===== src/rtl/ws_bridge_pkg.sv =====
// Shared definitions for the Wishbone line to SRAM word bridge:
// FSM state encoding and geometry helpers.
package ws_bridge_pkg;

  // Bridge FSM states; the encoding is exported on dbg_state.
  typedef enum logic [2:0] {
    ST_IDLE  = 3'd0,
    ST_WRITE = 3'd1,
    ST_READ  = 3'd2,
    ST_DRAIN = 3'd3,
    ST_ACK   = 3'd4
  } bridge_state_e;

  // Bytes per SRAM word.
  function automatic int byte_w(input int word_w);
    return word_w / 8;
  endfunction

  // Number of byte-offset bits inside one cache line.
  function automatic int off_bits(input int line_words, input int word_w);
    return $clog2(line_words * (word_w / 8));
  endfunction

endpackage


===== src/rtl/ws_line_sram_bridge_rd_lat_pipe.sv =====
// Valid/index delay line that tags returning SRAM read data with the
// word index of the beat that requested it, DEPTH cycles later.
module rd_lat_pipe #(
  parameter int DEPTH = 1,
  parameter int IDX_W = 4
) (
  input  logic             clkCPU,
  input  logic             rst_n,
  input  logic             clr,
  input  logic             push_vld,
  input  logic [IDX_W-1:0] push_idx,
  output logic             pop_vld,
  output logic [IDX_W-1:0] pop_idx,
  output logic             pending
);

  logic [DEPTH-1:0] vld_reg;
  logic [IDX_W-1:0] idx_reg [DEPTH];

  // Shift valid and index one stage per cycle; clr drops every in-flight entry.
  always_ff @(posedge clkCPU or negedge rst_n) begin
    if (!rst_n) begin
      vld_reg <= '0;
      for (int i = 0; i < DEPTH; i++) idx_reg[i] <= '0;
    end else begin
      if (clr) begin
        vld_reg <= '0;
      end else begin
        vld_reg[0] <= push_vld;
        for (int i = 1; i < DEPTH; i++) vld_reg[i] <= vld_reg[i-1];
      end
      idx_reg[0] <= push_idx;
      for (int i = 1; i < DEPTH; i++) idx_reg[i] <= idx_reg[i-1];
    end
  end

  assign pop_vld = vld_reg[DEPTH-1];
  assign pop_idx = idx_reg[DEPTH-1];

  // pending: entries that will still be in the pipe after the current edge,
  // i.e. everything except the entry emerging this cycle.
  generate
    if (DEPTH > 1) begin : g_pending
      assign pending = |vld_reg[DEPTH-2:0];
    end else begin : g_no_pending
      assign pending = 1'b0;
    end
  endgenerate

endmodule


===== src/rtl/ws_line_sram_bridge.sv =====
// Wishbone-slave line adapter: splits one cache-line request into a burst
// of single-word SRAM beats. Writes skip fully masked words, reads are
// pipelined against a fixed SRAM latency, and dropping ws_cyc aborts.
module ws_line_sram_bridge
  import ws_bridge_pkg::*;
#(
  parameter int WORD_W     = 32,
  parameter int LINE_WORDS = 16,
  parameter int ADDR_W     = 32,
  parameter int RD_LAT     = 1
) (
  input  logic                           clkCPU,
  input  logic                           rst_n,
  input  logic [ADDR_W-1:0]              ws_addr,
  input  logic [LINE_WORDS*WORD_W-1:0]   ws_din,
  input  logic [LINE_WORDS*WORD_W/8-1:0] ws_dm,
  input  logic                           ws_cyc,
  input  logic                           ws_stb,
  input  logic                           ws_we,
  output logic                           ws_ack,
  output logic [LINE_WORDS*WORD_W-1:0]   ws_dout,
  output logic [ADDR_W-1:0]              sramAddr,
  output logic [WORD_W-1:0]              sramInData,
  output logic [WORD_W/8-1:0]            sramDm,
  output logic                           sramStb,
  input  logic [WORD_W-1:0]              sramOutData,
  input  logic                           sramNak,
  output logic [2:0]                     dbg_state
);

  localparam int BYTES = byte_w(WORD_W);
  localparam int OFF   = off_bits(LINE_WORDS, WORD_W);
  localparam int IW    = $clog2(LINE_WORDS);
  localparam int CW    = IW + 1;  // one spare bit so the index never aliases
  localparam logic [ADDR_W-1:0] OFF_MASK = (ADDR_W'(1) << OFF) - ADDR_W'(1);

  bridge_state_e state_reg, state_next;
  logic [CW-1:0]                  idx_reg, idx_next;
  logic [ADDR_W-1:0]              base_reg;
  logic [LINE_WORDS*WORD_W-1:0]   din_reg;
  logic [LINE_WORDS*BYTES-1:0]    dm_reg;
  logic                           load;
  logic                           pipe_clr;

  logic [WORD_W-1:0] din_words [LINE_WORDS];
  logic [BYTES-1:0]  dm_words  [LINE_WORDS];
  logic [WORD_W-1:0] dout_reg  [LINE_WORDS];

  logic [IW-1:0]     idx_lo;
  logic [BYTES-1:0]  cur_dm;
  logic              last_word;
  logic              abort;
  logic              wr_beat;
  logic              rd_beat;
  logic              pop_vld;
  logic [IW-1:0]     pop_idx;
  logic              pending;

  // Word views of the latched line and of the returned read line.
  generate
    for (genvar gi = 0; gi < LINE_WORDS; gi++) begin : g_words
      assign din_words[gi] = din_reg[gi*WORD_W +: WORD_W];
      assign dm_words[gi]  = dm_reg[gi*BYTES +: BYTES];
      assign ws_dout[gi*WORD_W +: WORD_W] = dout_reg[gi];
    end
  endgenerate

  assign idx_lo    = idx_reg[IW-1:0];
  assign cur_dm    = dm_words[idx_lo];
  assign last_word = (idx_reg == CW'(LINE_WORDS - 1));
  assign abort     = !ws_cyc && (state_reg == ST_WRITE || state_reg == ST_READ ||
                                 state_reg == ST_DRAIN);
  assign wr_beat   = (state_reg == ST_WRITE) && (|cur_dm);
  assign rd_beat   = (state_reg == ST_READ);

  // SRAM side is decoded from registered state, so it holds under nak and
  // falls to zero asynchronously with reset.
  assign sramStb    = wr_beat || rd_beat;
  assign sramAddr   = sramStb ? base_reg + ADDR_W'(idx_reg) * ADDR_W'(BYTES) : '0;
  assign sramDm     = wr_beat ? cur_dm : '0;
  assign sramInData = wr_beat ? din_words[idx_lo] : '0;
  assign ws_ack     = (state_reg == ST_ACK);
  assign dbg_state  = state_reg;

  // Next-state and beat-index logic; abort overrides any progress.
  always_comb begin
    state_next = state_reg;
    idx_next   = idx_reg;
    load       = 1'b0;
    pipe_clr   = 1'b0;
    case (state_reg)
      ST_IDLE: begin
        if (ws_cyc && ws_stb) begin
          load       = 1'b1;
          idx_next   = '0;
          state_next = ws_we ? ST_WRITE : ST_READ;
        end
      end
      ST_WRITE: begin
        // A fully masked word is skipped without waiting on nak.
        if (!(|cur_dm) || !sramNak) begin
          idx_next = idx_reg + CW'(1);
          if (last_word) state_next = ST_ACK;
        end
      end
      ST_READ: begin
        if (!sramNak) begin
          idx_next = idx_reg + CW'(1);
          if (last_word) state_next = ST_DRAIN;
        end
      end
      ST_DRAIN: begin
        if (!pending) state_next = ST_ACK;
      end
      ST_ACK: begin
        state_next = ST_IDLE;
      end
      default: begin
        state_next = ST_IDLE;
      end
    endcase
    if (abort) begin
      state_next = ST_IDLE;
      pipe_clr   = 1'b1;
    end
  end

  // FSM state, beat index and the request latched at acceptance.
  always_ff @(posedge clkCPU or negedge rst_n) begin
    if (!rst_n) begin
      state_reg <= ST_IDLE;
      idx_reg   <= '0;
      base_reg  <= '0;
      din_reg   <= '0;
      dm_reg    <= '0;
    end else begin
      state_reg <= state_next;
      idx_reg   <= idx_next;
      if (load) begin
        base_reg <= ws_addr & ~OFF_MASK;
        din_reg  <= ws_din;
        dm_reg   <= ws_dm;
      end
    end
  end

  rd_lat_pipe #(
    .DEPTH(RD_LAT),
    .IDX_W(IW)
  ) u_rd_lat_pipe (
    .clkCPU  (clkCPU),
    .rst_n   (rst_n),
    .clr     (pipe_clr),
    .push_vld(rd_beat && !sramNak),
    .push_idx(idx_lo),
    .pop_vld (pop_vld),
    .pop_idx (pop_idx),
    .pending (pending)
  );

  // Store returning read words into the line at the index they were tagged with.
  always_ff @(posedge clkCPU or negedge rst_n) begin
    if (!rst_n) begin
      for (int i = 0; i < LINE_WORDS; i++) dout_reg[i] <= '0;
    end else if (pop_vld && !pipe_clr) begin
      dout_reg[pop_idx] <= sramOutData;
    end
  end

endmodule


===== config.mk =====
export PLATFORM = sky130hd
export DESIGN_NAME = ws_line_sram_bridge
export DESIGN_NICKNAME = d
export VERILOG_FILES = /design/src/rtl/ws_bridge_pkg.sv /design/src/rtl/ws_line_sram_bridge_rd_lat_pipe.sv /design/src/rtl/ws_line_sram_bridge.sv
export SDC_FILE = /design/constraint.sdc
export NUM_CORES = 2
export LEC_CHECK = 0
export ABC_CLOCK_PERIOD_IN_PS = 2700
export BUFFER_PORTS_ARGS = -buffer_cell sky130_fd_sc_hd__clkbuf_2
export CAP_MARGIN = 25
export CORE_AREA = 5 5 481 483
export CTS_CLUSTER_DIAMETER = 100
export DETAILED_ROUTE_END_ITERATION = 12
export DIE_AREA = 0 0 486 488
export GPL_TIMING_DRIVEN = 1
export PLACE_DENSITY = 0.48
export SLEW_MARGIN = 20
export SYNTH_ARGS = -nofsm -noshare
export SYNTH_HDL_FRONTEND = slang
export SYNTH_SLANG_ARGS = --single-unit

===== constraint.sdc =====
create_clock -name clkCPU -period 2.7 [get_ports clkCPU]
set_input_delay 0.405 -clock clkCPU [delete_from_list [all_inputs] [get_ports clkCPU]]
set_output_delay 0.405 -clock clkCPU [all_outputs]
set_load 0.005 [all_outputs]

# Word level (Yosys, flattened, before mapping)
# Cells that the tools add are included.
[totals] register_bits=1127 latchBits=0 ramBits=0 rom_bits=0 output_inout_bits=585 n_memories=0
[classes] n_addsub=2 multipliers=0 div=0 magnitude_cmp=3 eq_ne=13 shift=0 n_mux=28 bitwise=2 reduce_logical=19
[op_table] operator="$bwmux W512" n=1
[op_table] operator="$mux W32" n=5
[op_table] operator="$bmux W32 S4" n=1
[op_table] operator="$demux W32 S4" n=1
[op_table] operator="$add A32 B7 Y32" n=1
[op_table] operator="$mux W3" n=6
[op_table] operator="$bmux W4 S4" n=1
[op_table] operator="$mux W5" n=3
[op_table] operator="$pmux W5 S3" n=1
[op_table] operator="$mux W4" n=3
[op_table] operator="$ne A3 B3 Y1 const B" n=4
[op_table] operator="$pmux W3 S4" n=1
[op_table] operator="$ge A5 B5 Y1 const B" n=2
[op_table] operator="$not A4 Y5" n=2
[op_table] operator="$eq A3 B2 Y1 const B" n=2
[op_table] operator="$logic_and A1 B1 Y1" n=6
[op_table] operator="$add A5 B1 Y5 const B" n=1
[op_table] operator="$eq A5 B4 Y1 const B" n=1
[op_table] operator="$lt A5 B1 Y1 const B" n=1
[op_table] operator="$reduce_and A5 Y1" n=1
[op_table] operator="$logic_not A1 Y1" n=4
[op_table] operator="$logic_or A1 B1 Y1" n=4
[op_table] operator="$mux W1" n=4
[op_table] operator="$ne A2 B2 Y1 const B" n=2
[op_table] operator="9 further kinds" n=9

# Longest topological paths before layout
[depth] ltp_word=10 depth_mapped=11 mapped_depth_nobuf=9

# By module
# A second synthesis with hierarchy kept.
[hier_totals] hier_cells=4140 area_unflattened_um2=47316.6
[by_module_without_submodules] mod="ws_line_sram_bridge" instances=1 cells_each=4132 area_each_um2=47166.5
[by_module_without_submodules] mod="rd_lat_pipe" instances=1 cells_each=8 area_each_um2=150.1

# Worst setup path after synthesis
# OpenSTA, ideal clock, no wires.
[synth_path] path_kind="register -> output" startpoint="reg idx_reg[0]" endpoint="out sramInData[0]" arrival_ns=2.352 required_ns=2.295 path_slack_ns=-0.057 path_stages_with_launch=8 path_buffers=4 path_cell_list="dfrtp_1 -> buf_6 -> buf_6 -> buf_2 -> buf_2 -> mux4_2 -> mux4_2 -> nor2b_1"
[synth_between] elab_chain_cells=7
[synth_rtl] element="start, declared" line="ws_line_sram_bridge.sv:38" text="logic [CW-1:0] idx_reg, idx_next;"
[synth_rtl] element="start signal, assigned" line="ws_line_sram_bridge.sv:138" text="idx_reg <= idx_next;"
[synth_rtl] element="$not A4 Y5 (not written as such) *" line="ws_line_sram_bridge.sv:69, ws_line_sram_bridge.sv:81"
[synth_rtl] element="$bmux W4 S4" line="ws_line_sram_bridge.sv:69" text="assign cur_dm = dm_words[idx_lo];"
[synth_rtl] element="$mux W4 (not written as such) (2 in series)" line="ws_line_sram_bridge.sv:69"
[synth_rtl] element="$reduce_or A4 Y1" line="ws_line_sram_bridge.sv:73" text="assign wr_beat = (state_reg == ST_WRITE) && (|cur_dm);"
[synth_rtl] element="$logic_and A1 B1 Y1" line="ws_line_sram_bridge.sv:73"
[synth_rtl] element="$mux W32 *" line="ws_line_sram_bridge.sv:81" text="assign sramInData = wr_beat ? din_words[idx_lo] : '0;"
[synth_rtl] element="end, declared" line="ws_line_sram_bridge.sv:23" text="output logic [WORD_W-1:0] sramInData,"
# Mark *: on every way between the ends. The rest lies on a longest branch, timed or not. The select of a mux whose other input is x is not followed.

# Worst setup path in the final report
[layout_path] startpoint="reg idx_reg[0]" endpoint="out sramAddr[28]"
[layout_between] elab_chain_cells=8
[layout_rtl] element="$not A4 Y5 (not written as such)" line="ws_line_sram_bridge.sv:69"
[layout_rtl] element="$bmux W4 S4" line="ws_line_sram_bridge.sv:69"
[layout_rtl] element="$mux W4 (not written as such) (2 in series)" line="ws_line_sram_bridge.sv:69"
[layout_rtl] element="$reduce_or A4 Y1" line="ws_line_sram_bridge.sv:73"
[layout_rtl] element="$logic_and A1 B1 Y1" line="ws_line_sram_bridge.sv:73"
[layout_rtl] element="$logic_or A1 B1 Y1" line="ws_line_sram_bridge.sv:78" text="assign sramStb = wr_beat || rd_beat;"
[layout_rtl] element="$mux W32 *" line="ws_line_sram_bridge.sv:79" text="assign sramAddr = sramStb ? base_reg + ADDR_W'(idx_reg) * ADDR_W'(BYTES) : '0;"
[layout_rtl] element="end, declared" line="ws_line_sram_bridge.sv:22" text="output logic [ADDR_W-1:0] sramAddr,"
# Marked as above.

==> results.sh <==
export IMPL_period_minus_slack_ns=3.689
export IMPL_synth_warnings=0
export IMPL_rr_worst_depth=9
export IMPL_wl_mm=202.4
export IMPL_netlist_instances=2867
export IMPL_clock_fmax_mhz=271.1
export IMPL_clk_latency_ns=0.76
export IMPL_max_stage_delay_ns=0.55
export IMPL_worst_path_dominant_cell_family="compound AO/OA/AOI/OAI gates"
export IMPL_antenna_left=0
export IMPL_wl_per_cell_um=25.19
export IMPL_drc=0
export IMPL_setup_viol=67
export IMPL_vias=33520
export IMPL_antenna_found_initial=89
export IMPL_hold_path_class="input port to register"
export IMPL_ios=1231
export IMPL_globalRouteOverflowTotal=0
export IMPL_status="finished with violations"
export IMPL_syn_area_um2=47020
export IMPL_p_int_mw=46.07
export IMPL_slowest_stage="mux4_2"
export IMPL_synth_cell_type_count=50
export IMPL_cts_sinks=1127
export IMPL_grt_pass1_wl_mm=280.9
export IMPL_combPwrFrac=0.314
export IMPL_ir_drop_mv=0.6621
export IMPL_crit_cells=9
export IMPL_synth_edf_count=0
export IMPL_num_rows=175
export IMPL_track_usage=0.1657
export IMPL_crit_buf_inv=3
export IMPL_place_ws_ns=-0.3431
export IMPL_clkSlewWorstSetupHoldPaths_ns=0.05
export IMPL_power_density_nw_per_um2=945.0
export IMPL_fin_hold_ws_ns=0.04759
export IMPL_relSlewSlack=0.3275
export IMPL_dieArea_um2=237200
export IMPL_synth_avg_cell_area_um2=16.40
export IMPL_grt_start_max_net_pins=107
export IMPL_clockBufferDepth=3
export IMPL_synth_flop_cell="dfrtp_1"
export IMPL_area_growth_pct=49.16
export IMPL_crit_path_end_kind="primary output"
export IMPL_swShare=0.3048
export IMPL_rsz0062_at_grt="true"
export IMPL_finalPower_mw=66.28
export IMPL_crit_chain="buf_12 > mux4_2 > a22oi_2 > nand4_1 > o21ai_4 > a21boi_4 > buf_12 > nor2_1 > clkbuf_2"
export IMPL_numPortBuffers=1222
export IMPL_fin_util=0.3098
export IMPL_timing_final_crit_share=1.366
export IMPL_setup_slack_ns=-0.9892
export IMPL_crit_fanout=31
export IMPL_drv_cap=0
export IMPL_final_hold_violation_count=0
export IMPL_fillCellCount=22850
export IMPL_nets=5494
export IMPL_synth_seq_cells=1127
export IMPL_final_cells=8035
export IMPL_power_frac_clock=0.286
export IMPL_power_leakage_nw=32.60
export IMPL_crit_top_cell="buf_12"
export IMPL_arrival_ns=3.28
export IMPL_die_w_um=486
export IMPL_fp_dieH_um=488
export IMPL_dpl_cell_count=7100
export IMPL_path_class="register to primary output"
export IMPL_cts_tree="done"
export IMPL_required_ns=2.30
export IMPL_seq_area_um2=28210
export IMPL_finalWeightedCongestion=0.8444
export IMPL_startpoint_type="register"
export IMPL_cts_root_buf="clkbuf_16"
export IMPL_grt_pass1_vias=36710
export IMPL_dp_hpwl_mm=154.8
export IMPL_drtIter0Drc=1454
export IMPL_cts_made_buffers=138
export IMPL_p_sw_mw=20.20
export IMPL_skew_ns=0.02080
export IMPL_worst_pin_slew_ns=1.008
export IMPL_viasPerCell=4.171
export IMPL_multi_input_area_um2=18350
export IMPL_synth_seq_area_share=0.5998
export IMPL_async_reset_ff_frac=1.000
export IMPL_hold_depth=2
export IMPL_htreeDepth=4
export IMPL_coreArea_um2=226400
export IMPL_initial_core_util=0.2077
export IMPL_drv_slew=0
export IMPL_drtPass1Iterations=5
export IMPL_seqPwrFrac=0.401
export IMPL_violations="setup timing"
export IMPL_drive_gt1_frac=0.6133
[layer usage]
layer / vias to the layer above / share of wire / wire, um / track usage
li1: 14570 / - / - / -
met1: 17310 / 0.38 / 76150 / 0.1844
met2: 1282 / 0.51 / 103400 / 0.2936
met3: 324 / 0.067 / 13560 / 0.04713
met4: 34 / 0.045 / 9050 / 0.07473
met5: - / 0.00095 / 192 / 0
[power groups by stage]
| stage | registers [mW] | clock network, mW | logic, mW |
|---|---|---|---|
| finish | 26.6 | 18.9 | 20.8 |
| CTS | 26.7 | 19.6 | 20.4 |
| detailed placement | 27.0 | 0 | 18.5 |
| global route | 27.1 | 20.2 | 22.3 |
| global placement | 27.0 | 0 | 18.1 |
| floorplan | 24.5 | 0 | 12.1 |
[layout make-up]
class	instances	area share
Sequential cell	1127	0.4023
Multi-Input combinational cell	1533	0.2616
Timing Repair Buffer	2035	0.2136
Clock buffer	198	0.05692
Tap cell	3009	0.05368
Clock inverter	50	0.008777
Antenna cell	74	0.002640
Inverter	9	0.0005173
[per-stage QoR]
stage	area, um^2	TNS, ns
2_1_floorplan	47030	-1.796
3_3_place_gp	58510	-16.04
3_5_place_dp	58510	-19.04
4_1_cts	69510	-68.03
5_1_grt	70080	-72.47
6_report	70140	-60.92
[cell families (layout without fill, tap and decap cells)]
logic type                 after synthesis  in the layout  synth area share
DFF                                   1127           1127            0.5998
and+or+nand+nor                        165            167           0.01777
other                                    1             76        0.00007975
adders and majority gates                4              4          0.001064
muxes                                 1296           1296            0.3507
buffers and inverters                  210           2292           0.01998
AOI/OAI and AO/OA                       40             40          0.006173
xor gates and xnor gates                24             24          0.004470
[worst register-to-register path: stages (launching register included)]
cell,delay (ns)
dfrtp_4,0.44
buf_12,0.15
mux4_2,0.56
a22oi_2,0.22
nand4_1,0.24
buf_4,0.20
buf_4,0.12
a2bb2oi_2,0.16
or2_1,0.30
o221ai_2,0.16
[path summary, 6_finish.rpt]
check	from	end	slack (ns)
setup / recovery	idx_reg[0]$_DFFE_PN0P_	sramAddr[28]	-0.99
hold / removal	ws_dm[4]	dm_reg[4]$_DFFE_PN0P_	0.05
setup reg to reg	idx_reg[0]$_DFFE_PN0P_	idx_reg[2]$_DFFE_PN0P_	0.07
hold reg to reg	din_reg[205]$_DFFE_PN0P_	din_reg[205]$_DFFE_PN0P_	0.50
max in group asynchronous	rst_n	din_reg[307]$_DFFE_PN0P_	1.40
min in group asynchronous	rst_n	ws_dout[383]$_DFFE_PN0P_	0.24
[Yosys cell counts, drive strengths merged (7+ instances only)]
| cell | n | area, um^2 |
|---|---|---|
| mux4 | 170 | 3829 |
| mux2i | 14 | 140.1 |
| nand4 | 8 | 50.05 |
| o21ai | 12 | 63.81 |
| nand3 | 7 | 35.03 |
| a21oi | 7 | 35.03 |
| nor2 | 54 | 202.7 |
| inv | 9 | 33.78 |
| dfrtp | 1127 | 28200 |
| xnor2 | 16 | 140.1 |
| xor2 | 8 | 70.07 |
| buf | 120 | 600.6 |
| nor2b | 39 | 244.0 |
| clkbuf | 81 | 305.3 |
| mux2 | 1112 | 12520 |
| nand2 | 24 | 90.09 |
[layout by cell type, fill, tap and decap left out, types with 8 or more instances in the layout]
cell / count
clkinv_2: 23
clkbuf_1: 32
bufinv_16: 8
nor2b_1: 14
mux2i_1: 9
dlygate4sd3_1: 580
buf_2: 8
nor2_4: 13
nor2b_4: 21
buf_4: 128
xnor2_1: 16
mux2_2: 1111
nor2_1: 40
nand2_1: 24
nand4_1: 8
diode_2: 74
buf_16: 8
xor2_1: 8
clkbuf_16: 147
clkbuf_2: 1207
clkbuf_8: 25
mux4_2: 170
buf_12: 73
buf_6: 20
dfrtp_1: 1124
[timing repair]
item / in CTS / in global routing
endpoints found under the hold margin: 610 / 0
gates cloned: 4 / 7
pin swaps: 6 / 14
endpoints found under the setup margin: 87 / 126
buffers inserted: 20 / 7
gates resized for setup: 61 / 86
hold buffers: 580 / 0
No activity file was read; power rests on OpenSTA's default activity.
